File: src/rtl/io_pkg.sv
// Shared state encodings and defaults for the INPR/OUTR device-side I/O controller.
package io_pkg;

  localparam int DEF_DATA_W = 18;

  typedef enum logic {
    I_EMPTY = 1'b0,
    I_FULL  = 1'b1
  } in_state_t;

  typedef enum logic {
    O_IDLE = 1'b0,
    O_SEND = 1'b1
  } out_state_t;

endpackage

File: src/rtl/io_fifo.sv
// Synchronous FIFO with a combinational head read; a push is visible after one edge.
// A push while full or a pop while empty is ignored.
module io_fifo #(
  parameter int DATA_W     = 18,
  parameter int FIFO_DEPTH = 4
) (
  input  logic                            clk,
  input  logic                            rst,
  input  logic                            push,
  input  logic [DATA_W-1:0]               push_data,
  input  logic                            pop,
  output logic [DATA_W-1:0]               pop_data,
  output logic                            full,
  output logic                            empty,
  output logic [$clog2(FIFO_DEPTH):0]     level
);

  localparam int AW = $clog2(FIFO_DEPTH);
  localparam int LW = AW + 1;

  logic [DATA_W-1:0] mem [FIFO_DEPTH];
  logic [AW-1:0]     wr_ptr;
  logic [AW-1:0]     rd_ptr;
  logic              do_push;
  logic              do_pop;

  assign full     = (level == LW'(FIFO_DEPTH));
  assign empty    = (level == '0);
  assign do_push  = push & ~full;
  assign do_pop   = pop & ~empty;
  assign pop_data = mem[rd_ptr];

  // Storage needs no reset: only entries below the level are ever read.
  always_ff @(posedge clk) begin
    if (do_push) mem[wr_ptr] <= push_data;
  end

  always_ff @(posedge clk or negedge rst) begin
    if (!rst) begin
      wr_ptr <= '0;
      rd_ptr <= '0;
      level  <= '0;
    end else begin
      if (do_push) wr_ptr <= wr_ptr + 1'b1;
      if (do_pop)  rd_ptr <= rd_ptr + 1'b1;
      level <= level + LW'(do_push) - LW'(do_pop);
    end
  end

endmodule

File: src/rtl/io_port_ctrl.sv
// Device-side INPR/OUTR controller: device word reaches inpr/FGI two edges after accept; OUTR
// word is offered one edge after outr_write. Input backpressure is !full; output holds until dev_out_ready.
module io_port_ctrl
  import io_pkg::*;
#(
  parameter int DATA_W     = DEF_DATA_W,
  parameter int FIFO_DEPTH = 4
) (
  input  logic                        clk,
  input  logic                        rst,
  input  logic [DATA_W-1:0]           dev_in_data,
  input  logic                        dev_in_valid,
  output logic                        dev_in_ready,
  output logic [DATA_W-1:0]           dev_out_data,
  output logic                        dev_out_valid,
  input  logic                        dev_out_ready,
  output logic [DATA_W-1:0]           inpr,
  output logic                        flg_i,
  input  logic                        inpr_read,
  input  logic [DATA_W-1:0]           outr,
  input  logic                        outr_write,
  output logic                        flg_o,
  input  logic                        glob_ie,
  input  logic                        en_i,
  input  logic                        en_o,
  output logic                        irq,
  output logic [$clog2(FIFO_DEPTH):0] in_level,
  output logic                        out_ovr
);

  in_state_t         in_state_q, in_state_d;
  out_state_t        out_state_q, out_state_d;
  logic              fifo_full;
  logic              fifo_empty;
  logic [DATA_W-1:0] fifo_head;
  logic              load_inpr;
  logic              latch_out;
  logic              ovr_set;

  assign dev_in_ready = ~fifo_full;

  io_fifo #(
    .DATA_W     (DATA_W),
    .FIFO_DEPTH (FIFO_DEPTH)
  ) u_fifo (
    .clk       (clk),
    .rst       (rst),
    .push      (dev_in_valid & dev_in_ready),
    .push_data (dev_in_data),
    .pop       (load_inpr),
    .pop_data  (fifo_head),
    .full      (fifo_full),
    .empty     (fifo_empty),
    .level     (in_level)
  );

  always_ff @(posedge clk or negedge rst) begin
    if (!rst) begin
      in_state_q  <= I_EMPTY;
      out_state_q <= O_IDLE;
    end else begin
      in_state_q  <= in_state_d;
      out_state_q <= out_state_d;
    end
  end

  always_comb begin
    in_state_d = in_state_q;
    load_inpr  = 1'b0;
    if (in_state_q == I_EMPTY) begin
      if (!fifo_empty) begin
        load_inpr  = 1'b1;
        in_state_d = I_FULL;
      end
    end else if (inpr_read) begin
      in_state_d = I_EMPTY;
    end
  end

  // A write while a word is still pending is dropped and flagged; it never disturbs dev_out_data.
  always_comb begin
    out_state_d = out_state_q;
    latch_out   = 1'b0;
    ovr_set     = 1'b0;
    if (out_state_q == O_IDLE) begin
      if (outr_write) begin
        latch_out   = 1'b1;
        out_state_d = O_SEND;
      end
    end else begin
      ovr_set = outr_write;
      if (dev_out_ready) out_state_d = O_IDLE;
    end
  end

  always_ff @(posedge clk or negedge rst) begin
    if (!rst) begin
      inpr         <= '0;
      dev_out_data <= '0;
      out_ovr      <= 1'b0;
    end else begin
      if (load_inpr) inpr         <= fifo_head;
      if (latch_out) dev_out_data <= outr;
      if (ovr_set)   out_ovr      <= 1'b1;
    end
  end

  assign flg_i         = (in_state_q == I_FULL);
  assign flg_o         = (out_state_q == O_IDLE);
  assign dev_out_valid = (out_state_q == O_SEND);
  assign irq           = glob_ie & ((en_i & flg_i) | (en_o & flg_o));

endmodule

File: config.mk
export PLATFORM = sky130hd
export DESIGN_NAME = io_port_ctrl
export DESIGN_NICKNAME = d
export VERILOG_FILES = /design/src/rtl/io_pkg.sv /design/src/rtl/io_fifo.sv /design/src/rtl/io_port_ctrl.sv
export SDC_FILE = /design/constraint.sdc
export NUM_CORES = 1
export LEC_CHECK = 0
export CAP_MARGIN = 20
export CORE_MARGIN = 1
export CORE_UTILIZATION = 40
export CTS_BUF_LIST = sky130_fd_sc_hd__clkbuf_2 sky130_fd_sc_hd__clkbuf_4 sky130_fd_sc_hd__clkbuf_8
export CTS_CLUSTER_DIAMETER = 200
export DETAILED_ROUTE_END_ITERATION = 8
export PLACE_DENSITY_LB_ADDON = 0.15
export SYNTH_ARGS = -nofsm -noshare
export SYNTH_HDL_FRONTEND = slang
export SYNTH_SLANG_ARGS = --single-unit
export TNS_END_PERCENT = 20
File: constraint.sdc
create_clock -name clk -period 2.25 [get_ports clk]
set_input_delay 0.45 -clock clk [delete_from_list [all_inputs] [get_ports clk]]
set_output_delay 0.45 -clock clk [all_outputs]
set_load 0.03 [all_outputs]
==> summary.txt, run 1 <==
Outcome
  – Status: finished clean

Clock network
  – CTS buffer count: 17
  – # H-tree levels: 4
  – Worst-skew pair later-pin latency: 0.42 ns
  – CTS clk-pin slew, worst paths: approximately 0.07 ns
  – CTS Sinks: between 100 and 150
  – CTS tree: built
  – Post-CTS Setup Bufs: 0
  – Root Buffer: clkbuf_8
  – CTS Buffer Depth: 2

Setup path
  – Worst path required time: roughly 2.6 ns
  – CP endpoint kind: flop
  – Worst EP arrival: 2.43 ns
  – Crit Path Max Fanout: 5
  – Crit path buffers/inverters: 2
  – Worst path cell trace: nor3_2, nor2_4, ha_1, inv_1, ha_1, inv_1, fa_1, xnor2_1, xnor2_1
  – Startpoint Class: flop
  – CP Class: flop to flop
  – Critical path's largest stage delay: 0.45 ns
  – Dominant delay contributor by cell family on the critical path: adder cells
  – Critical Path Slowest Stage Cell: dfrtp_2

STA
  – Slew headroom: 71.6%
  – Setup violators final: 0
  – Worst Skew: 0.00992 ns
  – Min cycle time layout: 2.09 ns
  – Total negative slack: 0 ns
  – Fin crit share: 93.0%
  – Max Clk Rate: 478 MHz
  – Final hold vios: 0
  – Max-slew violation count: 0
  – Worst-Margin Slew: 0.425 ns
  – RSZ-0062 raised after global routing: no

Power and ir drop
  – Total power: 0.00839 W
  – Power per cell area: 1370 mW/mm2
  – VDD IR max: 0.000667 V
  – P_leak: 2.34 nW

Global route
  – Largest net degree at the start of global routing: between 40 and 50
  – Vias in the first global route: 2513
  – Gr usage total: 15.6%
  – GRT overflow: 0
  – Initial antenna violation count: 0
  – First-pass GRT wire length: about 13000 um

Drt
  – Drt pass-1 iters: 4
  – Per-cell routed wire length: 17.0 um
  – DR vias: 2301
  – Final ANT Viol Nets: 0
  – Via-to-Cell Ratio: between 4 and 5
  – Drc violations: 0
  – First DRT Iteration DRCs: between 70 and 80
  – Routed WL: 8280 um

Final layout
  – Util after Layout: 56.2%
  – Register area: 0.00332 mm2
  – NumNets Final: 385
  – Area used by multi-input combinational logic: 0.00115 mm2
  – Leading cell type in the layout, fill and taps excluded: clkdlybuf4s50_1
  – Layout cell share with drive strength beyond 1: 32.1%
  – Most frequent cells in the layout: clkdlybuf4s50_1, edfxtp_1, dfrtp_1
  – Area Overhead vs Synth: 35.5%
  – Antenna diodes: 0
  – Filler cells: 865

Place
  – Final GP Congestion: 0.724
  – Post-DP HPWL: 5330 um
  – I/O Buffers: 89

Logic synthesis
  – Number of synthesized register bits: 118
  – Synthesized area per cell: between 20 and 25 um2
  – Instance count of the mapped netlist: 216
  – Register area share after synthesis: between 70% and 80%
  – Synth warn: 0
  – Synth cell types: 24
  – Cell Area, Synth: 0.00453 mm2
  – Syn_nets: 268

Flow run
  – Max cap viols: 0

Floorplan
  – # rows: 38
  – I/O pin count: 90
  – Die width: 108 um
  – Initial Util: 41.5%
  – Die area: between 0.01 and 0.015 mm2
  – Core area: 0.0109 mm2
  – Die height: 108 um

Worst hold path
  – Hold crit path type: flop to flop
## stage by stage
stage	std cells	worst slack (ns)	instance area, um2	hold slack, ns
after floorplan	216	0.00933	4540	0.154
after global placement	453	0.197	5680	0.441
after detailed placement	453	0.149	5680	0.457
after CTS	485	0.0366	6130	0.00465
after global routing	486	0.0384	6140	0.502
final	486	0.157	6140	0.470
## power by group
part,internal [W],total (W),switching (W)
Sequential,0.00293,0.00321,0.000281
Clock,0.00130,0.00213,0.000838
Combinational,0.00157,0.00305,0.00149
Total,0.00579,0.00839,0.00260
## cells by family (layout without fill, tap and decap cells)
logic type,count (synthesis),after routing,share of synthesized area [%]
xor gates and xnor gates,5,5,0.966
buffers and inverters,15,145,1.79
AOI/OAI and AO/OA,4,4,0.745
and+or+nand+nor,11,11,1.46
muxes,56,56,19.8
DFF,118,118,73.1
adders and majority gates,7,7,2.10
## Yosys cell counts
cell type	instances	area, um2
edfxtp_1	72	2160
dfrtp_1	46	1150
mux2_2	19	214
mux2_4	18	270
mux4_2	18	405
inv_1	7	26.3
ha_1	6	75.1
buf_2	5	25.0
and2_1	4	25.0
xnor2_1	3	26.3
buf_6	2	22.5
nor2_1	2	7.51
nor2b_1	2	12.5
xor2_1	2	17.5
a21boi_2	1	11.3
a21o_1	1	7.51
a22oi_1	1	7.51
buf_4	1	7.51
fa_1	1	20.0
mux2i_1	1	10.0
nand2_1	1	3.75
nor3_2	1	10.0
nor3b_1	1	7.51
o21bai_1	1	7.51
## path summary, 6_finish.rpt
check / startpoint / end / slack, ns / depth (start not counted)
worst max-delay path: u_fifo.level[1]$_DFF_PN0_ / u_fifo.level[2]$_DFF_PN0_ / 0.16 / 9
worst min-delay path: out_ovr$_DFFE_PN0P_ / out_ovr$_DFFE_PN0P_ / 0.47 / 1
worst max register to register: u_fifo.level[1]$_DFF_PN0_ / u_fifo.level[2]$_DFF_PN0_ / 0.16 / 9
worst min register to register: out_ovr$_DFFE_PN0P_ / out_ovr$_DFFE_PN0P_ / 0.47 / 1
max in group asynchronous: rst / u_fifo.level[2]$_DFF_PN0_ / 1.46 / 3
min in group asynchronous: rst / inpr[16]$_DFFE_PN0P_ / 0.53 / 3
## cell type report
class | instances | area share [%]
clock buffers | 20 | 4.48
multi-input cells | 83 | 18.7
inverters | 7 | 0.428
repair buffers | 106 | 16.7
clock inverters | 12 | 2.81
well taps | 140 | 2.85
flip-flops and latches | 118 | 54.0
## sequential cells by signal, indices dropped and copies added (netlist names)
signal,cells
dev_out_valid,1
out_ovr,1
dev_out_data,18
u_fifo.wr_ptr,2
u_fifo.level,3
inpr,18
u_fifo.mem,72
u_fifo.rd_ptr,2
flg_i,1
## timing repair
action,4_1_cts,5_1_grt
endpoints found under the setup margin,0,1
resized for setup,0,1
hold endpoints to repair,0,9
hold buffers,0,1
## per-layer routing
layer  global-route usage (%)  vias to the layer above  part of all wire, %
li1                         -                     1065                    -
met1                     19.4                     1172                   43
met2                     25.3                       55                   51
met3                     5.73                        9                  4.3
met4                     5.21                        0                  1.0
met5                        0                        -                    0
No activity file was read; power rests on OpenSTA's default activity.
==> inputs of run 2 (changes only) <==
- MAX_ROUTING_LAYER: not set -> met4
==> summary.txt, run 2 (synthesis results as in run 1) <==
STA
  – Final hold vios: 0
  – Min cycle time layout: 2.09 ns
  – Max-slew violation count: 0
  – Worst Skew: 0.0102 ns
  – RSZ-0062 raised after global routing: no
  – Slew headroom: 71.5%
  – Fin crit share: 93.0%
  – Worst-Margin Slew: 0.427 ns
  – Setup violators final: 0
  – Hold slack: around 0.47 ns
  – Total negative slack: 0 ns
  – Max Clk Rate: 478 MHz

Power and ir drop
  – Clock power share: 25.4%
  – Int Pwr: between 0.005 and 0.006 W
  – Power per cell area: 1370 mW/mm2
  – Combinational power share: around 36%
  – Net Sw Frac: 31.0%
  – P_leak: 2.34 nW
  – Psw: between 0.002 and 0.003 W
  – Sequential power share: 38.2%
  – Total power: 0.00839 W
  – VDD IR max: 0.000667 V

Global route
  – Largest net degree at the start of global routing: 47
  – Initial antenna violation count: 0
  – Gr usage total: 16.2%
  – GRT overflow: 0
  – Vias in the first global route: around 2500
  – First-pass GRT wire length: 13200 um

Drt
  – Per-cell routed wire length: 17.0 um
  – Via-to-Cell Ratio: 4.75
  – Routed WL: 8280 um
  – DR vias: 2308
  – First DRT Iteration DRCs: 60
  – Final ANT Viol Nets: 0
  – Drt pass-1 iters: 4
  – Drc violations: 0

Final layout
  – Register area: 0.00332 mm2
  – Leading cell type in the layout, fill and taps excluded: clkdlybuf4s50_1
  – NumNets Final: just under 400
  – Area used by multi-input combinational logic: around 0.0011 mm2
  – Most flop-heavy register: u_fifo.mem
  – Top Registers: u_fifo.mem: 72 flops, dev_out_data: 18 flops, inpr: 18 flops
  – Util after Layout: 56.2%
  – Filler cells: 865
  – Largest register FFs: 72
  – Layout cell share with drive strength beyond 1: around a third
  – Area Overhead vs Synth: 35.5%
  – Most frequent cells in the layout: clkdlybuf4s50_1, edfxtp_1, dfrtp_1
  – Antenna diodes: 0

Floorplan
  – Initial Util: 41.5%
  – I/O pin count: 90
  – # rows: 38
  – Die height: 108 um
  – Die width: about 110 um
  – Die area: 0.0118 mm2
  – Core area: around 0.011 mm2

Flow run
  – Max cap viols: 0

Clock network
  – CTS clk-pin slew, worst paths: 0.07 ns
  – Root Buffer: clkbuf_8
  – # H-tree levels: 4
  – CTS tree: built
  – CTS Buffer Depth: 2
  – CTS buffer count: 17
  – CTS Sinks: approximately 120
  – Worst-skew pair later-pin latency: 0.42 ns

Place
  – Post-DP HPWL: 5330 um
  – I/O Buffers: slightly below 90
  – Final GP Congestion: 0.733

Setup path
  – Crit Path Max Fanout: 5
  – Worst reg2reg setup slack: 0.16 ns
  – Critical Path Slowest Stage Cell: dfrtp_2
  – CP Class: flop to flop
  – Worst path cell trace: nor3_2, nor2_4, ha_1, inv_1, ha_1, inv_1, fa_1, xnor2_1, xnor2_1
  – Dominant delay contributor by cell family on the critical path: adder cells
  – Startpoint Class: flop
  – Crit path buffers/inverters: 2
  – Critical path's largest stage delay: ~0.45 ns
  – CP endpoint kind: flop
  – Worst path required time: 2.58 ns
  – Worst EP arrival: 2.43 ns

Outcome
  – Status: finished clean

Worst hold path
  – Hold crit path type: flop to flop
-- run 2: cell counts in the layout (fill, tap and decap cells not counted) --
Identical to the previous run, type by type.
-- run 2: final timing paths --
check | startpoint | to | depth (start not counted)
setup / recovery | u_fifo.level[1]$_DFF_PN0_ | u_fifo.level[2]$_DFF_PN0_ | 9
hold / removal | out_ovr$_DFFE_PN0P_ | out_ovr$_DFFE_PN0P_ | 1
hold reg to reg | out_ovr$_DFFE_PN0P_ | out_ovr$_DFFE_PN0P_ | 1
setup reg to reg | u_fifo.level[1]$_DFF_PN0_ | u_fifo.level[2]$_DFF_PN0_ | 9
min in group asynchronous | rst | inpr[16]$_DFFE_PN0P_ | 3
max in group asynchronous | rst | u_fifo.level[2]$_DFF_PN0_ | 3
-- run 2: what timing repair did --
item,4_1_cts,5_1_grt
buffers inserted,0,0
setup endpoints to repair,0,1
hold endpoints to repair,0,10
hold buffers,0,1
resized for setup,0,1
-- run 2: per-stage QoR --
stage | instances | setup slack, ns | cell area [um2]
floorplan | 216 | 0.00933 | 4540
global placement | 453 | 0.197 | 5680
detailed placement | 453 | 0.149 | 5680
CTS | 485 | 0.0366 | 6130
global route | 486 | 0.0383 | 6140
finish | 486 | 0.157 | 6140
-- run 2: layer usage --
| layer | up-vias | part of all wire (%) | GRT usage, % | wire [um] |
|---|---|---|---|---|
| met5 | - | 0 | - | 0 |
| met1 | 1173 | 43 | 19.5 | 3580 |
| met2 | 58 | 51 | 25.3 | 4250 |
| met4 | 0 | 1.0 | 5.21 | 85 |
| li1 | 1065 | - | - | - |
| met3 | 12 | 4.5 | 6.09 | 370 |
-- run 2: power by group through the flow --
stage	sequential (W)	clock [W]	combinational (W)
6_report	0.00321	0.00213	0.00306
5_1_grt	0.00328	0.00229	0.00327
4_1_cts	0.00321	0.00218	0.00312
3_5_place_dp	0.00325	0	0.00311
3_3_place_gp	0.00323	0	0.00308
2_1_floorplan	0.00375	0	0.00150
-- run 2: area by class of cell --
type,instances,share of cell area [%]
clock inverter,12,2.81
inverter,7,0.428
clock buffer,20,4.48
multi-input combinational,83,18.7
sequential,118,54.0
tap,140,2.85
timing repair buffer,106,16.7
